`src/rtl/elevator_pkg.sv`:
```
// Shared types and floor-mask helpers for the N-floor SCAN elevator controller.
package elevator_pkg;

  localparam int MAX_FLOORS = 16;

  typedef enum logic [1:0] {IDLE, MOVE, DOOR} state_t;
  typedef enum logic {UP, DOWN} dir_t;

  function automatic logic [MAX_FLOORS-1:0] floor_mask_above(input logic [3:0] idx, input int n);
    logic [MAX_FLOORS-1:0] m;
    m = '0;
    for (int i = 0; i < MAX_FLOORS; i++)
      if (i > int'(idx) && i < n) m[i] = 1'b1;
    return m;
  endfunction

  function automatic logic [MAX_FLOORS-1:0] floor_mask_below(input logic [3:0] idx, input int n);
    logic [MAX_FLOORS-1:0] m;
    m = '0;
    for (int i = 0; i < MAX_FLOORS; i++)
      if (i < int'(idx) && i < n) m[i] = 1'b1;
    return m;
  endfunction

endpackage

```
`src/rtl/tick_timer.sv`:
```
// Tick-driven up-counter; done pulses on the tick that completes LIMIT counts, then wraps to 0.
module tick_timer #(
  parameter int LIMIT = 2
) (
  input  logic clk,
  input  logic reset,
  input  logic i_tick,
  input  logic i_en,
  input  logic i_clr,
  output logic o_done
);

  localparam int CW = (LIMIT > 1) ? $clog2(LIMIT) : 1;

  logic [CW-1:0] r_count;

  assign o_done = i_en && i_tick && (r_count == CW'(LIMIT - 1));

  always_ff @(posedge clk) begin
    if (reset)
      r_count <= '0;
    else if (i_clr || o_done)
      r_count <= '0;
    else if (i_en && i_tick)
      r_count <= r_count + CW'(1);
  end

endmodule

```
`src/rtl/elevator_ctrl_n.sv`:
```
// SCAN elevator controller: latches floor requests, owns travel/door timers and floor position.
// Optional emergency stop input enabled by defining ELEV_ESTOP_EN.
module elevator_ctrl_n
  import elevator_pkg::*;
#(
  parameter int N_FLOORS     = 8,
  parameter int DOOR_TICKS   = 4,
  parameter int TRAVEL_TICKS = 2
) (
  input  logic                        clk,
  input  logic                        reset,
  input  logic                        tick,
  input  logic [N_FLOORS-1:0]         req,
`ifdef ELEV_ESTOP_EN
  input  logic                        estop,
`endif
  output logic [$clog2(N_FLOORS)-1:0] floor_idx,
  output logic [N_FLOORS-1:0]         floor_onehot,
  output logic [N_FLOORS-1:0]         pending,
  output logic                        moving_up,
  output logic                        moving_down,
  output logic                        door_open
);

  localparam int FW = $clog2(N_FLOORS);

  state_t              r_state, w_next_state;
  dir_t                r_dir, w_next_dir;
  logic [FW-1:0]       r_floor, w_next_floor, w_step;
  logic [N_FLOORS-1:0] r_onehot, r_pending, w_next_onehot, w_clr;
  logic                r_moving_up, r_moving_down, r_door_open;
  logic [MAX_FLOORS-1:0] w_pend16;
  logic                w_run, w_hold;
  logic                w_cur_above, w_cur_below, w_new_above, w_new_below, w_new_here;
  logic                w_travel_en, w_travel_clr, w_travel_done;
  logic                w_door_en, w_door_clr, w_door_done;

`ifdef ELEV_ESTOP_EN
  assign w_run = ~estop;
`else
  assign w_run = 1'b1;
`endif

  assign w_pend16    = MAX_FLOORS'(r_pending);
  assign w_step      = (r_dir == UP) ? r_floor + FW'(1) : r_floor - FW'(1);
  assign w_cur_above = |(w_pend16 & floor_mask_above(4'(r_floor), N_FLOORS));
  assign w_cur_below = |(w_pend16 & floor_mask_below(4'(r_floor), N_FLOORS));
  assign w_new_above = |(w_pend16 & floor_mask_above(4'(w_step), N_FLOORS));
  assign w_new_below = |(w_pend16 & floor_mask_below(4'(w_step), N_FLOORS));
  assign w_new_here  = r_pending[w_step];
  // a fresh call for the open floor keeps the door open
  assign w_hold      = (r_state == DOOR) && req[r_floor];

  assign w_travel_en  = (r_state == MOVE) && w_run;
  assign w_travel_clr = (r_state != MOVE);
  assign w_door_en    = (r_state == DOOR) && w_run;
  assign w_door_clr   = (r_state != DOOR) || (w_hold && w_run);

  tick_timer #(.LIMIT(TRAVEL_TICKS)) u_travel_timer (
    .clk    (clk),
    .reset  (reset),
    .i_tick (tick),
    .i_en   (w_travel_en),
    .i_clr  (w_travel_clr),
    .o_done (w_travel_done)
  );

  tick_timer #(.LIMIT(DOOR_TICKS)) u_door_timer (
    .clk    (clk),
    .reset  (reset),
    .i_tick (tick),
    .i_en   (w_door_en),
    .i_clr  (w_door_clr),
    .o_done (w_door_done)
  );

  always_comb begin
    w_next_state = r_state;
    w_next_dir   = r_dir;
    w_next_floor = r_floor;
    case (r_state)
      IDLE: begin
        if (w_run) begin
          if (r_pending[r_floor]) begin
            w_next_state = DOOR;
          end else if ((r_dir == UP && w_cur_above) || (r_dir == DOWN && w_cur_below)) begin
            w_next_state = MOVE;
          end else if (w_cur_above) begin
            w_next_state = MOVE;
            w_next_dir   = UP;
          end else if (w_cur_below) begin
            w_next_state = MOVE;
            w_next_dir   = DOWN;
          end
        end
      end
      MOVE: begin
        if (w_travel_done) begin
          w_next_floor = w_step;
          if (w_new_here) begin
            w_next_state = DOOR;
          end else if ((r_dir == UP && w_new_above) || (r_dir == DOWN && w_new_below)) begin
            w_next_state = MOVE;
          end else if (r_dir == UP && w_new_below) begin
            w_next_dir = DOWN;
          end else if (r_dir == DOWN && w_new_above) begin
            w_next_dir = UP;
          end else begin
            w_next_state = IDLE;
          end
        end
      end
      DOOR: begin
        if (w_door_done && !w_hold)
          w_next_state = IDLE;
      end
      default: w_next_state = IDLE;
    endcase
  end

  assign w_next_onehot = {{(N_FLOORS-1){1'b0}}, 1'b1} << w_next_floor;
  assign w_clr = (r_state == DOOR || w_next_state == DOOR) ? w_next_onehot : '0;

  always_ff @(posedge clk) begin
    if (reset) begin
      r_state       <= IDLE;
      r_dir         <= UP;
      r_floor       <= '0;
      r_onehot      <= {{(N_FLOORS-1){1'b0}}, 1'b1};
      r_pending     <= '0;
      r_moving_up   <= 1'b0;
      r_moving_down <= 1'b0;
      r_door_open   <= 1'b0;
    end else begin
      r_state       <= w_next_state;
      r_dir         <= w_next_dir;
      r_floor       <= w_next_floor;
      r_onehot      <= w_next_onehot;
      r_pending     <= (r_pending | req) & ~w_clr;
      r_moving_up   <= (w_next_state == MOVE) && (w_next_dir == UP) && w_run;
      r_moving_down <= (w_next_state == MOVE) && (w_next_dir == DOWN) && w_run;
      r_door_open   <= (w_next_state == DOOR);
    end
  end

  assign floor_idx    = r_floor;
  assign floor_onehot = r_onehot;
  assign pending      = r_pending;
  assign moving_up    = r_moving_up;
  assign moving_down  = r_moving_down;
  assign door_open    = r_door_open;

  // travelling never points past the end floor it is on
  a_dir_floor: assert property (@(posedge clk) disable iff (reset)
    (r_state == MOVE) |-> !((r_dir == UP && r_floor == FW'(N_FLOORS - 1)) ||
                            (r_dir == DOWN && r_floor == '0)));

endmodule
```
`config.mk`:
```
export PLATFORM = sky130hd
export DESIGN_NAME = elevator_ctrl_n
export DESIGN_NICKNAME = d
export VERILOG_FILES = /design/src/rtl/elevator_pkg.sv /design/src/rtl/tick_timer.sv /design/src/rtl/elevator_ctrl_n.sv
export SDC_FILE = /design/constraint.sdc
export NUM_CORES = 1
export LEC_CHECK = 0
export ABC_AREA = 1
export CAP_MARGIN = 40
export CORE_MARGIN = 1.5
export CORE_UTILIZATION = 50
export CTS_CLUSTER_DIAMETER = 80
export CTS_CLUSTER_SIZE = 30
export DETAILED_ROUTE_END_ITERATION = 12
export PLACE_DENSITY = 0.87
export SLEW_MARGIN = 20
export SYNTH_ARGS = -nofsm -noshare
export SYNTH_HDL_FRONTEND = slang
export SYNTH_SLANG_ARGS = --single-unit
```
`constraint.sdc`:
```
create_clock -name clk -period 2.9 [get_ports clk]
set_input_delay 0.29 -clock clk [delete_from_list [all_inputs] [get_ports clk]]
set_output_delay 0.29 -clock clk [all_outputs]
set_load 0.02 [all_outputs]
```
==> flow_summary.rst <==
.. list-table::
   :header-rows: 1

   * - Metric
     - Value
   * - Synth-to-Final Area Change
     - 20.7%
   * - Netlist cell types
     - 40
   * - Boundary pin count
     - 33
   * - Post-synthesis area per instance
     - 6.65 um^2
   * - Overall fraction of global-route tracks in use
     - 24.9%
   * - Quantity of I/O buffers inserted on ports
     - 32
   * - Cell at the root of the clock tree
     - sky130_fd_sc_hd__clkbuf_8
   * - Dominant cell type by area after synthesis
     - sky130_fd_sc_hd__dfxtp_1
   * - Status
     - finished, final reports clean
   * - Number of storage elements in the synthesis netlist
     - 28
   * - Clock insertion delay at the later pin of the skew report
     - between 200 and 300 ps
   * - Number of enable flip-flop cells after synthesis
     - 0
   * - Final cell utilization of the core
     - ~62%
   * - Worst slew slack as a fraction of its limit
     - 63.6%
   * - Slew @ Worst Pin
     - about 550 ps
   * - Cell count of the worst reg-to-reg path
     - 17
   * - Most used cell, CP
     - sky130_fd_sc_hd__nand2_1
   * - CTS H-tree lvls
     - 1
   * - Most used flip-flop cell after synthesis
     - sky130_fd_sc_hd__dfxtp_1
   * - Pin count of the biggest net entering global routing
     - 17
   * - Quantity of hold-fixing buffers added after cts
     - 0
   * - Share of power burned in the clock network
     - 26.0%
   * - Via count of the first global-routing pass
     - 1937
   * - Net total in the final layout
     - ~330
   * - Post-Synthesis Cell Area
     - approximately 1900 um^2
   * - Worst Hold Class
     - flip-flop to flip-flop
   * - Filler-free cell count of the finished design
     - 361
   * - CP Class
     - flip-flop to flip-flop
   * - Maximum count of clock buffers along a single path
     - 2
   * - Clock buffer count from CTS
     - 3
   * - Fraction of registers with async set/reset
     - 0%
   * - Commonest non-fill, non-tap cells in the layout
     - sky130_fd_sc_hd__nand2_1, sky130_fd_sc_hd__nor2_1, sky130_fd_sc_hd__inv_1, sky130_fd_sc_hd__clkdlybuf4s50_1, sky130_fd_sc_hd__dfxtp_1
   * - Dominant cells by area after synthesis
     - sky130_fd_sc_hd__dfxtp_1, sky130_fd_sc_hd__nand2_1, sky130_fd_sc_hd__nor2_1
   * - Highest net fanout along the worst path
     - 11
   * - Worst setup skew after layout
     - roughly 1.4 ps
   * - Clock transition at path regs
     - about 90 ps
   * - Count of fill cells added during filler insertion
     - 360
   * - Final hold violations
     - 0
   * - Setup-failing EPs final
     - 0
   * - Synth warn
     - 0
   * - CTS tree
     - yes
   * - Synth top area share
     - between 20% and 30%
   * - Share of power burned in registers
     - between 40% and 50%
   * - Leakage power figure
     - 0.00101 uW
   * - Starting utilization of the core area
     - 51.8%
   * - DRC errors left
     - 0
   * - Power dissipated by switching net loads
     - roughly 280 uW
   * - Number of max-capacitance violations reported
     - 0
   * - Endpoint kind of the worst setup timing path
     - flip-flop
   * - Cell area after placement
     - between 2000 and 2500 um^2
   * - Overflow left after global routing
     - 0
   * - Power density cells
     - between 300 and 400 nW/um^2
   * - Total number of clock tree sinks
     - 28
   * - Vias after detailed routing
     - approximately 2000
   * - Global-route wire length before repair
     - 8.36 mm
   * - Combinational share of power
     - 26.4%
   * - Fraction of power spent switching nets
     - around 31%
   * - Total count of max-transition violations in the final report
     - 0
   * - Worst path max stage delay
     - approximately 550 ps
   * - Hold Path Depth
     - 2
   * - Synthesized Nets
     - 302
   * - Period utilisation layout
     - between 80% and 90%
   * - Crit path cell chain
     - inv_1, ha_1, inv_1, nand2_4, nand2_4, nand2_1, nand2_1, nor2_1, nor2_1, nor2_1, nand3_1, nand2_1, nand3_1, nand2_1, nand2_2, nand3_4, a21oi_1
   * - Fin crit period
     - between 2000 and 3000 ps
   * - Fmax
     - 384 MHz
   * - RSZ-0062 raised after global routing
     - false
   * - Most common library cell in the layout ignoring fill and taps
     - sky130_fd_sc_hd__nand2_1
   * - Critical-path cell with the highest stage delay
     - sky130_fd_sc_hd__dfxtp_1
   * - Setup total negative slack
     - 0 ps
   * - Initial drt markers
     - 94
   * - HPWL Detailed
     - 3.65 mm
   * - Area of the multi-input gates
     - between 1000 and 1500 um^2
   * - Horizontal extent of the die
     - between 60 and 70 um
   * - Initial antenna violation count
     - 0
   * - Int Power
     - 624 uW
   * - Placement Rows
     - 22
   * - Layout cell share with drive strength beyond 1
     - a little under 9%
   * - Worst endpoint data arrival time
     - 2810 ps
   * - Antenna diode count
     - 0
   * - Count of cells resized by post-cts repair
     - 0
   * - Non-Filler Cell Area, Final
     - between 2000 and 2500 um^2
   * - Die Span Y
     - roughly 64 um
   * - CP Launch Type
     - flip-flop
   * - Routed wire length per instance
     - 13.0 um
   * - Portion of the post-synthesis area used by sequential elements
     - around 30%
   * - Cells after DPL
     - roughly 360
   * - Setup fix buffers added after clock tree synthesis
     - 0
   * - Maximum VDD drop
     - 0.000337 V
   * - Total die area
     - 4140 um^2
   * - Average vias per placed instance
     - between 5 and 6
   * - Final ANT Viol Nets
     - 0
   * - First drt pass iteration count
     - 5
   * - Total length of routed wires
     - ~4.7 mm
   * - Required @ worst endpoint
     - around 3100 ps
   * - FF/Latch Area
     - 561 um^2
   * - Placer Congestion
     - 0.957
   * - Post-Syn Instances
     - about 280
   * - Area of the placeable core
     - between 3000 and 4000 um^2
kinds of logic (layout without fill, tap and decap cells):
| logic type | after synthesis | after routing | share of synthesized area [%] |
|---|---|---|---|
| AO/OA/AOI/OAI | 59 | 59 | 19.0 |
| XOR/XNOR | 2 | 2 | 0.932 |
| adder cells (fa/ha/maj) | 8 | 8 | 5.32 |
| buffers and inverters | 46 | 76 | 10.9 |
| flip-flops | 28 | 28 | 29.8 |
| AND/OR/NAND/NOR | 140 | 140 | 34.1 |
stage by stage:
step                      hold WS [ps]  power [uW]  setup slack [ps]
final                              500         907               294
after global placement             471         672               441
after global routing               552         956              39.0
after floorplan                    451         594               532
after detailed placement           482         676               340
after CTS                          497         909               309
power groups by stage:
stage	Clock (uW)	Sequential, uW	Combinational, uW
final	236	432	239
after global routing	254	434	268
after CTS	240	431	238
after detailed placement	0	440	236
after global placement	0	440	232
after floorplan	0	453	141
state kept, by name, summed over array words and instances, names as in the netlist:
register,cells
floor_onehot,8
pending,8
moving_down,1
moving_up,1
floor_idx,3
door_open,1
u_door_timer.r_count,2
u_travel_timer.r_count,1
r_state,2
r_dir,1
cell usage after synthesis, types with 2 or more instances:
library cell                 n
sky130_fd_sc_hd__o2111ai_1   2
sky130_fd_sc_hd__nand4_1     2
sky130_fd_sc_hd__buf_6       3
sky130_fd_sc_hd__nand2_1    62
sky130_fd_sc_hd__o221ai_1    3
sky130_fd_sc_hd__inv_1      34
sky130_fd_sc_hd__ha_1        8
sky130_fd_sc_hd__a21oi_1    15
sky130_fd_sc_hd__nand3_2     4
sky130_fd_sc_hd__inv_2       3
sky130_fd_sc_hd__o21ai_0    21
sky130_fd_sc_hd__nand3_1    12
sky130_fd_sc_hd__a211oi_1    2
sky130_fd_sc_hd__nand2_4     2
sky130_fd_sc_hd__a31oi_1     2
sky130_fd_sc_hd__nor3_1      5
sky130_fd_sc_hd__dfxtp_1    28
sky130_fd_sc_hd__a21oi_2     2
sky130_fd_sc_hd__o211ai_1    5
sky130_fd_sc_hd__nor2_1     42
sky130_fd_sc_hd__nand2_2     5
sky130_fd_sc_hd__o21ai_1     3
path summary, 6_finish.rpt:
| path | to | start | slack (ps) |
|---|---|---|---|
| min | u_door_timer.r_count[1] | u_door_timer.r_count[1] | 500 |
| max reg2reg | pending[3] | floor_idx[1] | 290 |
| max | pending[3] | floor_idx[1] | 290 |
| min reg2reg | u_door_timer.r_count[1] | u_door_timer.r_count[1] | 500 |
final cells by class:
class	count	area share, %
sequential	28	24.7
timing repair buffer	33	14.4
clock buffer	4	2.43
multi-input combinational	209	49.1
inverter	39	6.67
tap	48	2.65
metal layers:
layer / GRT usage, % / wire length (um)
met2: 43.1 / 2270
met5: 0 / 0
met3: 2.99 / 295
met1: 31.4 / 2050
met4: 9.57 / 85
critical path: cells and delay by family, from the launching register on:
family	cells	cell delay (ps)
adders and majority gates	1	380
and+or+nand+nor	13	1060
buffers and inverters	2	390
DFF	1	550
AOI/OAI and AO/OA	1	160
Power figures use the tool's default switching activity.
